### src/rtl/udma_hyper_cfg_master.sv
// Configuration-bus initiator: writes latched timing values to the HyperBus common
// registers 0x00..0x08, optionally reads each back, then reads the alloc ID at 0x09.
module udma_hyper_cfg_master #(
    parameter int NB_CH           = 1,
    parameter int DELAY_BIT_WIDTH = 3,
    parameter int TIMEOUT         = 255,
    localparam int ID_W           = (NB_CH > 1) ? $clog2(NB_CH) : 1
) (
    input  logic                       clk_i,
    input  logic                       rst_ni,
    input  logic                       start_i,
    input  logic                       verify_i,
    input  logic [2:0]                 page_bound_i,
    input  logic [4:0]                 t_latency_access_i,
    input  logic                       en_latency_add_i,
    input  logic [31:0]                t_cs_max_i,
    input  logic [31:0]                t_rw_recovery_i,
    input  logic [DELAY_BIT_WIDTH-1:0] t_rwds_delay_i,
    input  logic [3:0]                 t_vari_latency_i,
    input  logic [2:0]                 n_hyperdevice_i,
    input  logic [1:0]                 mem_sel_i,
    output logic [31:0]                cfg_data_o,
    output logic [4:0]                 cfg_addr_o,
    output logic                       cfg_valid_o,
    output logic                       cfg_reg_rwn_o,
    input  logic [31:0]                cfg_data_i,
    input  logic                       cfg_ready_i,
    output logic                       busy_o,
    output logic                       done_o,
    output logic                       err_o,
    output logic                       timeout_o,
    output logic [4:0]                 err_addr_o,
    output logic [ID_W-1:0]            alloc_id_o,
    output logic                       alloc_valid_o
);

    localparam logic [2:0] IDLE  = 3'd0;
    localparam logic [2:0] WR    = 3'd1;
    localparam logic [2:0] RD    = 3'd2;
    localparam logic [2:0] ALLOC = 3'd3;
    localparam logic [2:0] DONE  = 3'd4;

    localparam int CW = $clog2(TIMEOUT + 2);

    logic [2:0]                 r_state;
    logic [3:0]                 r_idx;
    logic                       r_verify;
    logic [2:0]                 r_page_bound;
    logic [4:0]                 r_t_latency_access;
    logic                       r_en_latency_add;
    logic [31:0]                r_t_cs_max;
    logic [31:0]                r_t_rw_recovery;
    logic [DELAY_BIT_WIDTH-1:0] r_t_rwds_delay;
    logic [3:0]                 r_t_vari_latency;
    logic [2:0]                 r_n_hyperdevice;
    logic [1:0]                 r_mem_sel;
    logic [CW-1:0]              r_stall;
    logic                       r_err;
    logic                       r_timeout;
    logic [4:0]                 r_err_addr;
    logic [ID_W-1:0]            r_alloc_id;
    logic                       r_alloc_valid;

    logic [31:0] w_expect;
    logic [4:0]  w_addr;
    logic        w_active;
    logic        w_hs;
    logic        w_tmo;
    logic        w_last;

    always_comb begin
        w_expect = '0;
        case (r_idx)
            4'd0:    w_expect = 32'(r_page_bound);
            4'd1:    w_expect = 32'(r_t_latency_access);
            4'd2:    w_expect = 32'(r_en_latency_add);
            4'd3:    w_expect = r_t_cs_max;
            4'd4:    w_expect = r_t_rw_recovery;
            4'd5:    w_expect = 32'(r_t_rwds_delay);
            4'd6:    w_expect = 32'(r_t_vari_latency);
            4'd7:    w_expect = 32'(r_n_hyperdevice);
            4'd8:    w_expect = 32'(r_mem_sel);
            default: w_expect = '0;
        endcase
    end

    always_comb begin
        w_addr = '0;
        if (r_state == WR || r_state == RD) w_addr = {1'b0, r_idx};
        else if (r_state == ALLOC)          w_addr = 5'd9;
    end

    assign w_active = (r_state == WR) || (r_state == RD) || (r_state == ALLOC);
    assign w_hs     = w_active && cfg_ready_i;
    assign w_last   = (r_idx == 4'd8);
    // Stall budget is exhausted on the cycle that would bring the counter to TIMEOUT.
    assign w_tmo    = (TIMEOUT != 0) && w_active && !cfg_ready_i &&
                      (r_stall == CW'(TIMEOUT - 1));

    assign cfg_valid_o   = w_active;
    assign cfg_reg_rwn_o = (r_state == RD) || (r_state == ALLOC);
    assign cfg_addr_o    = w_addr;
    assign cfg_data_o    = (r_state == WR) ? w_expect : '0;
    assign busy_o        = w_active;
    assign done_o        = (r_state == DONE);
    assign err_o         = r_err;
    assign timeout_o     = r_timeout;
    assign err_addr_o    = r_err_addr;
    assign alloc_id_o    = r_alloc_id;
    assign alloc_valid_o = r_alloc_valid;

    always_ff @(posedge clk_i or negedge rst_ni) begin
        if (!rst_ni) begin
            r_stall <= '0;
        end else if (!w_active || w_hs) begin
            r_stall <= '0;
        end else begin
            r_stall <= r_stall + CW'(1);
        end
    end

    always_ff @(posedge clk_i or negedge rst_ni) begin
        if (!rst_ni) begin
            r_state            <= IDLE;
            r_idx              <= '0;
            r_verify           <= 1'b0;
            r_page_bound       <= '0;
            r_t_latency_access <= '0;
            r_en_latency_add   <= 1'b0;
            r_t_cs_max         <= '0;
            r_t_rw_recovery    <= '0;
            r_t_rwds_delay     <= '0;
            r_t_vari_latency   <= '0;
            r_n_hyperdevice    <= '0;
            r_mem_sel          <= '0;
            r_err              <= 1'b0;
            r_timeout          <= 1'b0;
            r_err_addr         <= '0;
            r_alloc_id         <= '0;
            r_alloc_valid      <= 1'b0;
        end else if (w_tmo) begin
            r_err     <= 1'b1;
            r_timeout <= 1'b1;
            if (!r_err) r_err_addr <= w_addr;
            r_state   <= DONE;
        end else begin
            case (r_state)
                IDLE: begin
                    if (start_i) begin
                        r_verify           <= verify_i;
                        r_page_bound       <= page_bound_i;
                        r_t_latency_access <= t_latency_access_i;
                        r_en_latency_add   <= en_latency_add_i;
                        r_t_cs_max         <= t_cs_max_i;
                        r_t_rw_recovery    <= t_rw_recovery_i;
                        r_t_rwds_delay     <= t_rwds_delay_i;
                        r_t_vari_latency   <= t_vari_latency_i;
                        r_n_hyperdevice    <= n_hyperdevice_i;
                        r_mem_sel          <= mem_sel_i;
                        r_err              <= 1'b0;
                        r_timeout          <= 1'b0;
                        r_err_addr         <= '0;
                        r_alloc_valid      <= 1'b0;
                        r_idx              <= '0;
                        r_state            <= WR;
                    end
                end
                WR: begin
                    if (w_hs) begin
                        if (r_verify)    r_state <= RD;
                        else if (w_last) r_state <= ALLOC;
                        else             r_idx   <= r_idx + 4'd1;
                    end
                end
                RD: begin
                    if (w_hs) begin
                        if (cfg_data_i != w_expect) begin
                            r_err <= 1'b1;
                            if (!r_err) r_err_addr <= w_addr;
                        end
                        if (w_last) begin
                            r_state <= ALLOC;
                        end else begin
                            r_idx   <= r_idx + 4'd1;
                            r_state <= WR;
                        end
                    end
                end
                ALLOC: begin
                    if (w_hs) begin
                        r_alloc_id    <= cfg_data_i[ID_W-1:0];
                        r_alloc_valid <= 1'b1;
                        r_state       <= DONE;
                    end
                end
                DONE:    r_state <= IDLE;
                default: r_state <= IDLE;
            endcase
        end
    end

endmodule

### config.mk
export PLATFORM = sky130hd
export DESIGN_NAME = udma_hyper_cfg_master
export DESIGN_NICKNAME = d
export VERILOG_FILES = /design/src/rtl/udma_hyper_cfg_master.sv
export SDC_FILE = /design/constraint.sdc
export NUM_CORES = 1
export LEC_CHECK = 0
export CELL_PAD_IN_SITES_DETAIL_PLACEMENT = 1
export CELL_PAD_IN_SITES_GLOBAL_PLACEMENT = 1
export CORE_MARGIN = 8
export CORE_UTILIZATION = 35
export DETAILED_ROUTE_END_ITERATION = 8
export PLACE_DENSITY_LB_ADDON = 0.15
export SLEW_MARGIN = 10
export SYNTH_ARGS = -nofsm -noshare
export SYNTH_HDL_FRONTEND = slang
export SYNTH_SLANG_ARGS = --single-unit
### constraint.sdc
create_clock -name clk_i -period 3.81 [get_ports clk_i]
set_clock_uncertainty 0.15 [all_clocks]
set_input_delay 1.143 -clock clk_i [delete_from_list [all_inputs] [get_ports clk_i]]
set_output_delay 1.143 -clock clk_i [all_outputs]
set_load 0.02 [all_outputs]
== Word level (Yosys, flattened, before mapping) ==
Index checks and enable logic that the tools add are counted.

* Output and inout bits: 50
* Input bits: 122
* Register bits after elaboration: 111
* Logic and storage cells: 104

* Reductions and logical operators: 23
* Bitwise operators: 1
* Mux-type cells: 35
* $add $sub $neg: 2
* Equal/unequal tests: 25

{| class="wikitable"
|+ Operators by type and width
! kind !! number
|-
| $pmux W32 S9 || 1
|-
| $mux W32 || 1
|-
| $ne A32 B32 Y1 || 1
|-
| $mux W4 || 7
|-
| $mux W5 || 5
|-
| $mux W3 || 7
|-
| $eq A4 B3 Y1 const B || 4
|-
| $ne A3 B3 Y1 const B || 4
|-
| $pmux W3 S4 || 1
|-
| $pmux W4 S3 || 1
|-
| $ne A2 B2 Y1 const B || 5
|-
| $pmux W5 S2 || 1
|-
| $add A9 B1 Y9 const B || 1
|-
| $eq A9 B8 Y1 const B || 1
|-
| $mux W9 || 1
|-
| $eq A4 B2 Y1 const B || 2
|-
| $reduce_and A4 Y1 || 2
|-
| $mux W1 || 7
|-
| $eq A3 B2 Y1 const B || 2
|-
| $reduce_and A3 Y1 || 2
|-
| $reduce_and A6 Y1 || 1
|-
| $reduce_bool A2 Y1 || 3
|-
| $reduce_bool A3 Y1 || 2
|-
| $reduce_and A5 Y1 || 1
|-
| other kinds (16) || 23
|}

== Longest topological paths before layout ==
Gate-level depths: netlist of run 1.

* Word-level depth: 8
* Depth in mapped cells: 11
* Gate-level depth less buffers: 9

== Worst setup path before layout of run 1 ==
No wires, ideal clock.

* Path kind: register to output
* From: register r_state[0]
* To: output port cfg_data_o[4]
* Buffers on the path: 3
* Stages on the path, launching flop included: 6
* Data required time: 2.517 ns
* Data arrival time: 2.005 ns
* Path slack: 0.512 ns
* Path through: dfrtp_1 -> clkbuf_1 -> or3b_2 -> clkbuf_1 -> clkbuf_1 -> nor4_1

* Cells in the longest elaborated chain, start to end: 2

{| class="wikitable"
|+ Ends and longest elaborated chain
! item !! line !! text
|-
| from (decl) || 45 || <nowiki>logic [2:0] r_state;</nowiki>
|-
| from (signal assigned) || 124 || <nowiki>r_state <= IDLE;</nowiki>
|-
| from (signal assigned) || 145 || <nowiki>r_state <= DONE;</nowiki>
|-
| from (signal assigned) || 165 || <nowiki>r_state <= WR;</nowiki>
|-
| $eq A3 B1 Y1 || 103 || <nowiki>assign cfg_data_o = (r_state == WR) ? w_expect : '0;</nowiki>
|-
| $mux W32 || 103 ||
|-
| to (decl) || 22 || <nowiki>output logic [31:0] cfg_data_o,</nowiki>
|}

Every way passes these cells.

== Worst setup path in the final report of run 1 ==
* From: register r_idx[0]
* To: output port cfg_data_o[26]

* Cells in the longest elaborated chain, start to end: 3
* Elaborated cells on any way between the ends: 11
* Those cells by class: eq/ne: 8; mux: 2; reduce/logical: 1

{| class="wikitable"
|+ Ends and longest elaborated chain
! item !! line !! text
|-
| from (decl) || 46 || <nowiki>logic [3:0] r_idx;</nowiki>
|-
| from (signal assigned) || 172 || <nowiki>else r_idx <= r_idx + 4'd1;</nowiki>
|-
| from (signal assigned) || 184 || <nowiki>r_idx <= r_idx + 4'd1;</nowiki>
|-
| $eq A4 B4 Y1, or another cell as far along || 73 || <nowiki>case (r_idx)</nowiki>
|-
| $pmux W32 S9 * || 73 ||
|-
| $mux W32 * || 103 ||
|}

Every way passes the cells marked *; elsewhere a longest branch is shown, timed or not.

==> flow_metrics.tcl, run 1 <==
set metrics [dict create \
    run_status "finished clean" \
    worstPathMaxFanout 25 \
    worst_slew_pin_slew_ns 1.03 \
    fmax_ghz 0.268 \
    fillerInstances 1971 \
    synth_area_leaders "sky130_fd_sc_hd__dfrtp_1 (46%), sky130_fd_sc_hd__nand2_1 (18%), sky130_fd_sc_hd__and4b_1 (2.1%)" \
    drt_drc_violations_left 0 \
    post_synth_inst_count 721 \
    static-leakage-power_nw 3.91 \
    grt-ovfl-total 0 \
    grt_first_pass_wirelength_mm 34.2 \
    pin_count 172 \
    num-nets-final 1003 \
    drt_wl_total_mm 21.2 \
    holdBufCountCts 0 \
    netlist.area_leader.share 0.458 \
    yosys.area.top_type "sky130_fd_sc_hd__dfrtp_1" \
    gr-usage-all-layers 0.196 \
    totalNegativeSetupSlack_ns 0 \
    slew_headroom 0.314 \
    end_kind "output pin" \
    dpl.hpwl_mm 15.7 \
    clock_tree.buffer_depth 2 \
    synth.lib_cells_used.distinct 63 \
    edff_count_synth 0 \
    clock_sink_count 111 \
    report.final.slew_viol_count 0 \
    endpoint "cfg_data_o[26]" \
    cts_buffers 9 \
    first_global_vias 6323 \
    first_pass_iters 4 \
    synth_nets 849 \
    critical_path_start_end_classification "reg -> out" \
    postLayoutSetupSlackWorst_ns 0.0793 \
    final_core_util 0.492 \
    flip_flop_and_latch_count_after_synthesis 111 \
    fp.dieArea_um2 21800 \
    number_of_port_buffers 170 \
    peakVddDrop_mv 0.257 \
    power_per_cell_area_nw_per_um2 651 \
    period_minus_slack_ns 3.73 \
    hp-class "reg -> reg" \
    rr_endpoint "err_o" \
    synth_seq_area_share 0.458 \
    cts_max_level 3 \
    grt_setup_unrepaired "no" \
    synthArstFlopShare 1.00 \
    grt_start_max_net_pins 89 \
    max-cap-violations 0 \
    syn_area_per_cell_um2 8.41 \
    final_layout_size_suffix_gt1_frac 0.0898 \
    antenna-diode-count 0 \
    finalHoldWorstSlack_ns 0.328 \
    floorplan.initialDensity 0.354 \
    worst-r2r-cell-count 10 \
    final_antenna_net_count 0 \
    die_outline_width_um 148 \
    first_iter_violations 283 \
    place_ws_ns 0.117 \
    post-layout-total-power_mw 5.48 \
    number_of_antenna_violations_at_the_first_check_in_global_routing 1 \
    num_rows 48 \
    synth_top_flop_cell "sky130_fd_sc_hd__dfrtp_1" \
    drt-vias-per-instance 5.18 \
    final_hold_viol_count 0 \
    worstSkewPairLatency_ns 0.36 \
    vias 5719 \
    finalCritPeriodShare 0.979 \
    cts_tree "built" \
    flow.area_growth_from_synthesis_pct 38.7 \
    floorplan.die.height_um 148 \
    yosys_warning_count 0 \
    setup.worst_path.start_class "flop" \
    arrival_ns 2.44 \
    cts.reportedPaths.clkPinSlew_ns 0.08 \
    regToRegSetupSlack_ns 0.65 \
    cp-startpoint "r_idx[0]" \
    timing.critical_path.required_ns 2.52 \
    gp_congestion 0.818 \
    crit_reg_reg_startpoint "r_idx[0]" \
    core_area_um2 17100 \
    setup-violations-final 0 \
    routedWlPerCell_um 19.2 \
    post_synth_instance_area_um2 6060 \
    root_buffer "sky130_fd_sc_hd__clkbuf_16" \
]
==> critical path: stages (launching register included) <==
cell and delay, ns:
sky130_fd_sc_hd__dfrtp_1 0.45, sky130_fd_sc_hd__inv_1 0.16, sky130_fd_sc_hd__ha_2 0.25, sky130_fd_sc_hd__buf_12 0.18, sky130_fd_sc_hd__and4b_1 0.26, sky130_fd_sc_hd__o21ba_2 0.16, sky130_fd_sc_hd__clkdlybuf4s50_1 0.61
==> registers in the layout, indices dropped and copies added, names as in the netlist, 3 cells and up <==
signal              cells
r_t_cs_max             32
r_t_rw_recovery        32
r_stall                 9
err_addr_o              5
r_t_latency_access      5
r_idx                   4
r_t_vari_latency        4
r_n_hyperdevice         3
r_page_bound            3
r_state                 3
r_t_rwds_delay          3
==> through the flow <==
stage | std cells | instance area (µm²)
2_1_floorplan | 721 | 6060
4_1_cts | 1105 | 8370
5_1_grt | 1105 | 8410
3_5_place_dp | 1089 | 8050
6_report | 1105 | 8410
3_3_place_gp | 1089 | 8050
==> layer usage <==
layer	global-route usage	up-vias	wire, µm
met5	0	-	13
met4	0.0408	2	242
met3	0.0514	17	1030
met2	0.334	138	10300
met1	0.244	2828	9580
li1	-	2734	-
==> where the power goes <==
part,leakage (nW),switching [mW],total [mW],internal [mW]
Sequential,1.41,0.342,2.01,1.67
Combinational,2.36,1.47,2.51,1.04
Clock,0.142,0.482,0.956,0.474
==> cells by family after synthesis <==
kind of cell	count (synthesis)	synth area share
other cells	1	0.000618
compound gates	97	0.117
simple gates	426	0.333
mux	1	0.00186
xor+xnor	24	0.0347
fa+ha+maj	6	0.0124
buf+inv	55	0.0421
flops	111	0.458
==> how the worst min path moves through the flow <==
stage                             start  cells after the start             endpoint
finish              r_t_rw_recovery[15]                      2  r_t_rw_recovery[15]
global route        r_t_rw_recovery[11]                      2  r_t_rw_recovery[11]
CTS                 r_t_rw_recovery[15]                      2  r_t_rw_recovery[15]
detailed placement        r_t_cs_max[9]                      2        r_t_cs_max[9]
global placement         r_t_cs_max[12]                      2       r_t_cs_max[12]
floorplan                r_t_cs_max[15]                      2       r_t_cs_max[15]
==> layout make-up <==
type,count,area [µm²],area share
inverter,8,30.0,0.00357
clock buffer,10,239,0.0284
multi-input combinational,555,3130,0.372
sequential,111,2780,0.330
clock inverter,6,50.0,0.00595
tap,225,282,0.0335
timing repair buffer,190,1900,0.226
==> layout by cell type (no fill, tap or decap), types with 4 or more instances in the layout <==
| cell | n |
|---|---|
| sky130_fd_sc_hd__a21oi_1 | 15 |
| sky130_fd_sc_hd__a22oi_1 | 17 |
| sky130_fd_sc_hd__and4b_1 | 13 |
| sky130_fd_sc_hd__and4bb_1 | 5 |
| sky130_fd_sc_hd__buf_12 | 5 |
| sky130_fd_sc_hd__buf_4 | 16 |
| sky130_fd_sc_hd__clkbuf_16 | 9 |
| sky130_fd_sc_hd__clkdlybuf4s50_1 | 150 |
| sky130_fd_sc_hd__dfrtp_1 | 110 |
| sky130_fd_sc_hd__dlygate4sd2_1 | 15 |
| sky130_fd_sc_hd__inv_1 | 8 |
| sky130_fd_sc_hd__nand2_1 | 286 |
| sky130_fd_sc_hd__nand3_1 | 16 |
| sky130_fd_sc_hd__nand3b_1 | 4 |
| sky130_fd_sc_hd__nand4_1 | 6 |
| sky130_fd_sc_hd__nor2_1 | 30 |
| sky130_fd_sc_hd__nor2b_1 | 10 |
| sky130_fd_sc_hd__nor3_1 | 8 |
| sky130_fd_sc_hd__nor4bb_4 | 4 |
| sky130_fd_sc_hd__o21ai_0 | 20 |
| sky130_fd_sc_hd__o21ba_2 | 13 |
| sky130_fd_sc_hd__o22ai_1 | 6 |
| sky130_fd_sc_hd__o2bb2ai_1 | 4 |
| sky130_fd_sc_hd__or3_1 | 12 |
| sky130_fd_sc_hd__xnor2_1 | 11 |
| sky130_fd_sc_hd__xor2_1 | 13 |
==> synthesized netlist by cell type (3+ instances only) <==
master and instances:
sky130_fd_sc_hd__nand2_1 286, sky130_fd_sc_hd__dfrtp_1 111, sky130_fd_sc_hd__nor2_1 31, sky130_fd_sc_hd__clkbuf_1 28, sky130_fd_sc_hd__o21ai_0 20, sky130_fd_sc_hd__a22oi_1 17
sky130_fd_sc_hd__nand3_1 16, sky130_fd_sc_hd__a21oi_1 15, sky130_fd_sc_hd__and4b_1 13, sky130_fd_sc_hd__o21ba_2 13, sky130_fd_sc_hd__or3_1 13, sky130_fd_sc_hd__xor2_1 13
sky130_fd_sc_hd__xnor2_1 11, sky130_fd_sc_hd__nor2b_1 10, sky130_fd_sc_hd__inv_1 8, sky130_fd_sc_hd__nor3_1 8, sky130_fd_sc_hd__buf_4 7, sky130_fd_sc_hd__buf_2 6
sky130_fd_sc_hd__ha_1 6, sky130_fd_sc_hd__nand4_1 6, sky130_fd_sc_hd__o22ai_1 6, sky130_fd_sc_hd__and4bb_1 5, sky130_fd_sc_hd__buf_1 4, sky130_fd_sc_hd__nand3b_1 4
sky130_fd_sc_hd__nor4_1 4, sky130_fd_sc_hd__nor4bb_1 4, sky130_fd_sc_hd__o2bb2ai_1 4, sky130_fd_sc_hd__a221oi_1 3, sky130_fd_sc_hd__nand4b_1 3
==> what timing repair did <==
action | CTS | global route
gates cloned | 0 | 0
setup buffers | 0 | 0
resized for setup | 27 | 9
endpoints found under the setup margin | 24 | 16
Power figures use the tool's default switching activity.
==> inputs of run 2 (changes only) <==
Settings changed: SLEW_MARGIN 10 to unset.
==> results of run 2 <==
Same layout as run 1: the final DEF is identical, and so are final timing and power.
==> inputs of run 3 (changes only) <==
Settings changed: SETUP_SLACK_MARGIN set to 0.15, TNS_END_PERCENT set to 5.
==> flow_metrics.tcl, run 3 (same netlist as run 1, synthesis figures left out) <==
set metrics [dict create \
    die_outline_width_um 148 \
    root_buffer "sky130_fd_sc_hd__clkbuf_16" \
    hp-class "reg -> reg" \
    power_per_cell_area_nw_per_um2 652 \
    fillerInstances 1971 \
    cts_max_level 3 \
    grt_start_max_net_pins 89 \
    flow.area_growth_from_synthesis_pct 38.5 \
    slew_headroom 0.311 \
    worst-r2r-cell-count 8 \
    number_of_port_buffers 170 \
    regToRegSetupSlack_ns 0.73 \
    min_from "r_t_rw_recovery[26]" \
    min_delay_path_depth 2 \
    setup-violations-final 0 \
    grt_setup_unrepaired "yes" \
    reg_top3 "r_t_cs_max: 32 flops, r_t_rw_recovery: 32 flops, r_stall: 9 flops" \
    drt_drc_violations_left 0 \
    number_of_antenna_violations_at_the_first_check_in_global_routing 1 \
    num-nets-final 1003 \
    grt-ovfl-total 0 \
    core_area_um2 17100 \
    peakVddDrop_mv 0.258 \
    critical_path_start_end_classification "reg -> out" \
    floorplan.die.height_um 148 \
    finalCritPeriodShare 0.962 \
    gp_congestion 0.818 \
    fp.dieArea_um2 21800 \
    routedWlPerCell_um 19.2 \
    report.final.slew_viol_count 0 \
    drt-vias-per-instance 5.16 \
    rr_endpoint "err_o" \
    num_rows 48 \
    detail_route.wirelength.met1_mm 9.55 \
    detailroute.wirelength.met3_mm 1.09 \
    timing.hold.worst_endpoint "r_t_rw_recovery[26]" \
    worstPathMaxFanout 25 \
    crit_reg_reg_startpoint "r_idx[2]" \
    mostFrequentLayoutCells "sky130_fd_sc_hd__nand2_1 (286), sky130_fd_sc_hd__clkdlybuf4s50_1 (139), sky130_fd_sc_hd__dfrtp_1 (109)" \
    pin_count 172 \
    final_antenna_net_count 0 \
    end_kind "output pin" \
    clock_tree.buffer_depth 2 \
    gr-usage-all-layers 0.196 \
    first_pass_iters 4 \
    cts_buffers 9 \
    antenna-diode-count 0 \
    worstSkewPairLatency_ns 0.36 \
    clock_sink_count 111 \
    max-cap-violations 0 \
    setup.worst_path.start_class "flop" \
    static-leakage-power_nw 3.93 \
    floorplan.initialDensity 0.354 \
    mostFrequentLayoutCell "sky130_fd_sc_hd__nand2_1" \
    maxUsedRoutingLayer "met5" \
    finalNonFillerCells 1105 \
    cts.reportedPaths.clkPinSlew_ns 0.08 \
    arrival_ns 2.37 \
    worst_slew_pin_slew_ns 1.03 \
    first_global_vias 6322 \
    totalNegativeSetupSlack_ns 0 \
    final_layout_size_suffix_gt1_frac 0.0920 \
    placed_cells 1089 \
    fmax_ghz 0.273 \
    first_iter_violations 268 \
    period_minus_slack_ns 3.67 \
    run_status "finished clean" \
    met2WireLength_mm 10.3 \
    cts_tree "built" \
    drt_wl_total_mm 21.2 \
    final_hold_viol_count 0 \
    grt_first_pass_wirelength_mm 34.1 \
    timing.critical_path.required_ns 2.52 \
    vias 5701 \
    dpl.hpwl_mm 15.7 \
]
run 3: changes by cell type in the layout (fill, tap and decap cells not counted), sizes merged:
| cell | delta |
|---|---|
| dlygate4sd2 | +12 |
| clkdlybuf4s50 | -11 |
| dlymetal6s2s | -2 |
| clkdlybuf4s15 | +1 |
run 3: critical path: stages (launching register included):
cell,delay (ns)
sky130_fd_sc_hd__dfrtp_2,0.45
sky130_fd_sc_hd__inv_1,0.14
sky130_fd_sc_hd__ha_2,0.25
sky130_fd_sc_hd__buf_12,0.18
sky130_fd_sc_hd__and4b_1,0.24
sky130_fd_sc_hd__o21ba_2,0.13
sky130_fd_sc_hd__clkdlybuf4s50_1,0.61
run 3: cell type report:
class	instances	area [µm²]	share of cell area
Timing Repair Buffer	190	1880	0.224
Tap cell	225	282	0.0335
Multi-Input combinational cell	555	3130	0.373
Clock buffer	10	239	0.0285
Sequential cell	111	2780	0.331
Inverter	8	30.0	0.00358
Clock inverter	6	50.0	0.00596
run 3: metrics by stage:
step / power (mW) / instance area [µm²] / hold WS [ns] / util / setup WS [ns]
finish: 5.47 / 8400 / 0.328 / 0.491 / 0.143
floorplan: 3.49 / 6060 / 0.287 / - / 0.512
global route: 5.85 / 8400 / 0.349 / 0.491 / 0.0508
global placement: 4.41 / 8050 / 0.301 / 0.470 / 0.141
detailed placement: 4.52 / 8050 / 0.308 / 0.470 / 0.117
CTS: 5.51 / 8360 / 0.332 / 0.489 / 0.00923
run 3: routing by layer:
metal	GRT usage	vias to the layer above
met2	0.334	136
li1	-	2736
met1	0.244	2810
met5	0	-
met4	0.0408	2
met3	0.0511	17
run 3: power breakdown:
group          switching (mW)  leakage, nW  internal [mW]
clock network           0.484        0.142          0.474
registers               0.343         1.41           1.67
logic                    1.47         2.38           1.04
total                    2.29         3.93           3.18
run 3: repair_timing:
item	in CTS	in global routing
gates resized for setup	44	6
endpoints found under the setup margin	32	13
hold buffers	0	0
setup buffers	0	0
run 3: how the worst max path moves through the flow:
stage / startpoint / endpoint / depth (start not counted)
2_1_floorplan: r_state[0] / cfg_data_o[4] / 5
3_3_place_gp: r_state[1] / cfg_data_o[4] / 3
3_5_place_dp: r_idx[0] / cfg_data_o[1] / 8
4_1_cts: r_idx[0] / cfg_data_o[15] / 5
5_1_grt: r_idx[0] / cfg_data_o[3] / 6
6_report: r_idx[0] / cfg_data_o[9] / 6
